**config.mk**
```make
export PLATFORM = sky130hd
export DESIGN_NAME = mci_control_fsm
export DESIGN_NICKNAME = d
export VERILOG_FILES = /design/src/rtl/mci_control_fsm.sv
export SDC_FILE = /design/constraint.sdc
export NUM_CORES = 1
export LEC_CHECK = 0
export CAP_MARGIN = 25
export CELL_PAD_IN_SITES_DETAIL_PLACEMENT = 0
export CELL_PAD_IN_SITES_GLOBAL_PLACEMENT = 1
export CORE_MARGIN = 2
export CORE_UTILIZATION = 39
export DETAILED_ROUTE_END_ITERATION = 8
export MAX_ROUTING_LAYER = met4
export PLACE_DENSITY = 0.86
export SETUP_SLACK_MARGIN = 0.05
export SLEW_MARGIN = 20
export SYNTH_ARGS = -nofsm -noshare
export SYNTH_HDL_FRONTEND = slang
export SYNTH_SLANG_ARGS = --single-unit
```
**constraint.sdc**
```tcl
create_clock -name clk -period 2 [get_ports clk]
set_clock_uncertainty 0.15 [all_clocks]
set_input_delay 0.3 -clock clk [delete_from_list [all_inputs] [get_ports clk]]
set_output_delay 0.3 -clock clk [all_outputs]
set_load 0.005 [all_outputs]
```
**src/rtl/mci_control_fsm.sv**
```systemverilog
// mci_control_fsm: multi-cycle FETCH/DECODE/EXEC/WB/PCUPD sequencer for the MCI datapath.
// Build option: define MCI_PERF_CNT_EN to add the inst_cnt / br_taken_cnt performance counters.
module mci_control_fsm #(
    parameter int unsigned CNT_W      = 16,
    parameter int unsigned IM_TIMEOUT = 8
) (
    input  logic             clk,
    input  logic             rst_n,
    input  logic             run,
    input  logic [5:0]       opCode,
    input  logic             zero,
    input  logic             im_ack,
    output logic             im_req,
    output logic             ir_we,
    output logic             alu_en,
    output logic             wrEnable,
    output logic             beq,
    output logic             pcsrc,
    output logic             pc_we,
    output logic [2:0]       state,
    output logic             illegal,
    output logic             fetch_err,
    output logic             halted
`ifdef MCI_PERF_CNT_EN
    ,
    output logic [CNT_W-1:0] inst_cnt,
    output logic [CNT_W-1:0] br_taken_cnt
`endif
);

    localparam int unsigned WAIT_W = 8;

    typedef enum logic [2:0] {
        S_IDLE   = 3'd0,
        S_FETCH  = 3'd1,
        S_DECODE = 3'd2,
        S_EXEC   = 3'd3,
        S_WB     = 3'd4,
        S_PCUPD  = 3'd5,
        S_HALT   = 3'd6
    } state_t;

    // halt never needs a class: it leaves DECODE straight for HALT
    typedef enum logic [1:0] {
        C_RTYPE = 2'd0,
        C_BEQ   = 2'd1,
        C_J     = 2'd2,
        C_ILL   = 2'd3
    } op_class_t;

    // Elaboration-time parameter sanity
    if (IM_TIMEOUT < 2 || IM_TIMEOUT > 255 || CNT_W < 1) begin : g_param_check
        $error("mci_control_fsm: IM_TIMEOUT must be 2..255 and CNT_W >= 1");
    end

    state_t             r_state, w_state_nxt;
    op_class_t          r_class, w_class_nxt;
    logic               r_taken, w_taken_nxt;
    logic [WAIT_W-1:0]  r_wait,  w_wait_nxt;
    logic               r_illegal, r_fetch_err;
    logic               w_ill_set, w_ferr_set;
    logic               r_im_req, r_alu_en, r_wr_en, r_beq, r_pcsrc, r_pc_we, r_halted;
    logic               w_im_req_nxt, w_alu_en_nxt, w_wr_en_nxt, w_beq_nxt;
    logic               w_pcsrc_nxt, w_pc_we_nxt, w_halted_nxt;

    // Next-state, latched-class and strobe decode (strobes decoded from the next state so they register)
    always_comb begin
        w_state_nxt = r_state;
        w_class_nxt = r_class;
        w_taken_nxt = r_taken;
        w_wait_nxt  = r_wait;
        w_ill_set   = 1'b0;
        w_ferr_set  = 1'b0;

        case (r_state)
            S_IDLE: begin
                if (run) w_state_nxt = S_FETCH;
            end
            S_FETCH: begin
                if (im_ack) begin
                    w_state_nxt = S_DECODE;
                    w_wait_nxt  = '0;
                end else if (r_wait == WAIT_W'(IM_TIMEOUT - 1)) begin
                    w_state_nxt = S_HALT;
                    w_ferr_set  = 1'b1;
                    w_wait_nxt  = '0;
                end else begin
                    w_wait_nxt  = r_wait + WAIT_W'(1);
                end
            end
            S_DECODE: begin
                case (opCode)
                    6'b000000: begin w_class_nxt = C_RTYPE; w_state_nxt = S_EXEC; end
                    6'b000100: begin w_class_nxt = C_BEQ;   w_state_nxt = S_EXEC; end
                    6'b000010: begin w_class_nxt = C_J;     w_state_nxt = S_EXEC; end
                    6'b111111: begin w_state_nxt = S_HALT; end
                    default: begin
                        w_class_nxt = C_ILL;
                        w_ill_set   = 1'b1;
                        w_state_nxt = S_PCUPD;
                    end
                endcase
            end
            S_EXEC: begin
                if (r_class == C_BEQ) w_taken_nxt = zero;
                w_state_nxt = (r_class == C_RTYPE) ? S_WB : S_PCUPD;
            end
            S_WB: begin
                w_state_nxt = S_PCUPD;
            end
            S_PCUPD: begin
                w_taken_nxt = 1'b0;
                w_state_nxt = run ? S_FETCH : S_IDLE;
            end
            S_HALT: begin
                w_state_nxt = S_HALT;
            end
            default: begin
                w_state_nxt = S_IDLE;
            end
        endcase

        w_im_req_nxt = (w_state_nxt == S_FETCH);
        w_alu_en_nxt = (w_state_nxt == S_EXEC);
        w_beq_nxt    = (w_state_nxt == S_EXEC) && (w_class_nxt == C_BEQ);
        w_wr_en_nxt  = (w_state_nxt == S_WB);
        w_pc_we_nxt  = (w_state_nxt == S_PCUPD);
        w_pcsrc_nxt  = (w_state_nxt == S_PCUPD) && (w_taken_nxt || (w_class_nxt == C_J));
        w_halted_nxt = (w_state_nxt == S_HALT);
    end

    // State, flags and registered strobes
    always_ff @(posedge clk or negedge rst_n) begin
        if (!rst_n) begin
            r_state     <= S_IDLE;
            r_class     <= C_RTYPE;
            r_taken     <= 1'b0;
            r_wait      <= '0;
            r_illegal   <= 1'b0;
            r_fetch_err <= 1'b0;
            r_im_req    <= 1'b0;
            r_alu_en    <= 1'b0;
            r_wr_en     <= 1'b0;
            r_beq       <= 1'b0;
            r_pcsrc     <= 1'b0;
            r_pc_we     <= 1'b0;
            r_halted    <= 1'b0;
        end else begin
            r_state     <= w_state_nxt;
            r_class     <= w_class_nxt;
            r_taken     <= w_taken_nxt;
            r_wait      <= w_wait_nxt;
            r_illegal   <= r_illegal | w_ill_set;
            r_fetch_err <= r_fetch_err | w_ferr_set;
            r_im_req    <= w_im_req_nxt;
            r_alu_en    <= w_alu_en_nxt;
            r_wr_en     <= w_wr_en_nxt;
            r_beq       <= w_beq_nxt;
            r_pcsrc     <= w_pcsrc_nxt;
            r_pc_we     <= w_pc_we_nxt;
            r_halted    <= w_halted_nxt;
        end
    end

`ifdef MCI_PERF_CNT_EN
    logic [CNT_W-1:0] r_inst_cnt, r_br_taken_cnt;

    // Saturating retired-instruction and taken-branch counters, both bumped on PCUPD
    always_ff @(posedge clk or negedge rst_n) begin
        if (!rst_n) begin
            r_inst_cnt     <= '0;
            r_br_taken_cnt <= '0;
        end else if (r_state == S_PCUPD) begin
            if (r_inst_cnt != '1) r_inst_cnt <= r_inst_cnt + CNT_W'(1);
            if (r_taken && (r_br_taken_cnt != '1)) r_br_taken_cnt <= r_br_taken_cnt + CNT_W'(1);
        end
    end

    assign inst_cnt     = r_inst_cnt;
    assign br_taken_cnt = r_br_taken_cnt;
`endif

    // ir_we must follow im_ack within the same FETCH cycle
    assign ir_we     = (r_state == S_FETCH) && im_ack;
    assign im_req    = r_im_req;
    assign alu_en    = r_alu_en;
    assign wrEnable  = r_wr_en;
    assign beq       = r_beq;
    assign pcsrc     = r_pcsrc;
    assign pc_we     = r_pc_we;
    assign state     = r_state;
    assign illegal   = r_illegal;
    assign fetch_err = r_fetch_err;
    assign halted    = r_halted;

endmodule
```
==> metrics.md <==
| Metric | Value |
|---|---|
| Grt peak-use layer | met2 |
| Period utilization | between 90% and 100% |
| Sequential fraction of the synthesis area | a little under half |
| TNS Setup | 0 ns |
| Nets@finish | between 150 and 200 |
| Non-Filler Instances | 189 |
| Overflow after GRT | 0 |
| Layout cells sized above 1 | ~29% |
| Met3 Usage GRT | under 10% |
| Post-route cell area | between 1500 and 2000 µm² |
| Gpl congestion | between 0.8 and 0.9 |
| Post-Route WL | between 2000 and 3000 µm |
| Main synth FF type | dfrtp_1 |
| Die H | ~60 µm |
| Reg clk slew, reported paths | 0.14 ns |
| Pre-Repair DR Iteration Count | 4 |
| Maxcap violations | 0 |
| Starting density of the core | about two fifths |
| Synth area leaders | dfrtp_1, nand2_1, o21ai_0, xor2_1, nor2_1 |
| Relative slew slack | 78.6% |
| Slew at the pin closest to its max-slew limit | roughly 0.32 ns |
| WL/cell | between 10 and 15 µm |
| Top-area cell type share of the netlist area | between 40% and 50% |
| Largest family of logic cells by synthesized area | simple AND/OR/NAND/NOR gates |
| Reg power frac | approximately 37% |
| # fillers | about 260 |
| Fin. max-slew vios | 0 |
| Switching share of power | 37.8% |
| PwrDens | ~1200 nW/µm² |
| Clock Sinks | 23 |
| Post-synth ARST share | 100% |
| Placement Cell Area | 1590 µm² |
| Met1 Resource Use GR | about a fifth |
| Critical path arrival | about 1.4 ns |
| Outcome | completed |
| Vias in the first global route | roughly 1100 |
| Clock Power Share | 11.4% |
| Initial DRC Count | 31 |
| Die area | between 3000 and 4000 µm² |
| Combinational Power Share | about half |
| Int Power | roughly 1.3 mW |
| GRT Overall Usage | roughly 17% |
| Hold Path Class | primary input to async pin |
| Startpoint Class | flip-flop |
| Routed Antenna Nets | 0 |
| Multiplexer area fraction after synthesis | less than 1% |
| Highest clock rate | approximately 0.53 GHz |
| CTS tree | built |
| DR vias | between 1000 and 1500 |
| Fin util | a little under three fifths |
| Die width | approximately 60 µm |
| Crit path capture type | primary output |
| Synth Area in Adders | around 1.9% |
| Net Count, Synth | roughly 120 |
| Yosys top cell by area | dfrtp_1 |
| Row count | 20 |
| Residual DRC | 0 |
| Fin crit period | 1.88 ns |
| CTS max path bufs | 2 |
| Final hold vios | 0 |
| Simple-Gate Fraction of Synth Area | 24.5% |
| Leakage power | 0.766 nW |
| Setup violators final | 0 |
| Vias per cell | approximately 5.4 |
| Setup CP Type | flip-flop to primary output |
| Cell Area, Synth | 1210 µm² |
| Wire length of the first global-routing pass | between 4000 and 5000 µm |
| Clock tree root driver cell | clkbuf_4 |
| Growth of design area from synthesis to finish | 37.3% |
| Most common cell after layout, fill and taps aside | clkdlybuf4s50_1 |
| Antenna violations before repair | 0 |
| Worst IR Drop VDD | 0.507 mV |
| N_diodes | 0 |
| Mapped Cells | 111 |
| Count of input and output buffers | 23 |
| CP Data Required Time | roughly 1.6 ns |
| Switching power total | roughly 0.76 mW |
| Design Power | a little over 2 mW |
| Distinct cells, synth | between 40 and 50 |
| CTS H-Tree Depth | 1 |
| M2 GR Usage | a little under a third |
| XOR/XNOR share of the synthesized area | between 2 and 3% |
| Maximum number of pins on one net before global-route repair | 24 |
| Max reg flops | 8 |
| Post-synthesis compound-gate area fraction | around 18% |
| Synthesized area per cell | around 11 µm² |
| Hold Buf Count CTS | 0 |
| Num CTS Buffers | 3 |
| Core area | roughly 3000 µm² |
| Most frequent cells in the layout | clkdlybuf4s50_1, dfrtp_1, buf_4 |
| HPWL after DPL | around 2000 µm |
| Seq cells post-synth | 23 |
| Clock Latency Late Sink | between 0.3 and 0.4 ns |
| Top Ports | 24 |
| Dpl cells | around 180 |
| RSZ-0062 raised after global routing | false |
| Synthesis Warnings | 0 |
| Biggest register | r_wait |
| CP max FO | 3 |
| Post-synth EDFFs | 0 |
through the flow:
step                worst slack [ns]  hold slack [ns]
detailed placement            -0.158            0.306
global route                  0.0561            0.164
finish                         0.121            0.151
CTS                           0.0710            0.167
global placement             -0.0933            0.303
floorplan                      0.162           -0.146
logic make-up after synthesis:
kind of cell               count (synthesis)
adders and majority gates                  2
xor gates and xnor gates                   4
AOI/OAI and AO/OA                         24
DFF                                       23
buffers and inverters                      9
muxes                                      1
and+or+nand+nor                           48
worst paths after layout:
check	slack [ns]	end	startpoint	depth (start not counted)
min in group clk	0.33	fetch_err	fetch_err	1
max in group asynchronous	1.30	state[2]	rst_n	2
hold / removal	0.15	r_wait[0]	rst_n	2
setup / recovery	0.12	ir_we	state[2]	4
setup reg to reg	0.13	wrEnable	r_wait[4]	5
hold reg to reg	0.33	fetch_err	fetch_err	1
power groups by stage:
stage	Combinational [mW]	Clock [mW]	Sequential [mW]
floorplan	0.539	0	0.737
global route	1.13	0.258	0.778
global placement	0.955	0	0.760
finish	1.03	0.231	0.753
detailed placement	0.976	0	0.765
CTS	1.00	0.230	0.749
final cells by class:
cell class              count  area (µm²)  share of cell area (%)
multi-input cells          79         604                    36.3
flip-flops and latches     23         578                    34.8
repair buffers             43         383                    23.0
well taps                  33        41.3                    2.48
inverters                   7        26.3                    1.58
clock buffers               3        22.5                    1.35
clock inverters             1        7.51                   0.451
metal layers:
layer | routed length [µm] | vias up | part of all wire, %
li1 | - | 494 | -
met1 | 1180 | 496 | 44
met2 | 1340 | 26 | 50
met3 | 109 | 7 | 4.1
met4 | 36 | 0 | 1.4
met5 | 0 | - | 0
synthesized netlist by cell type (2+ instances only):
| library cell | count |
|---|---|
| dfrtp_1 | 23 |
| nand2b_1 | 2 |
| nor2_1 | 9 |
| and3b_1 | 2 |
| nand4_1 | 2 |
| nand2_1 | 11 |
| nor4_1 | 2 |
| inv_1 | 6 |
| o21ai_0 | 8 |
| xor2_1 | 4 |
| and3_1 | 4 |
| a21o_1 | 3 |
| and3_2 | 2 |
| nor3b_1 | 3 |
critical path, cell delays in order, from the launching register on:
cell and delay, ns:
dfrtp_2 0.44, and2b_2 0.24, nand2_1 0.07, nor2_1 0.10
dlygate4sd2_1 0.24
repair_timing:
action | 4_1_cts | 5_1_grt
endpoints found under the setup margin | 1 | 6
buffers inserted | 1 | 1
resized for setup | 2 | 7
pin swaps | 0 | 2
(Power assumes the default switching activity.)
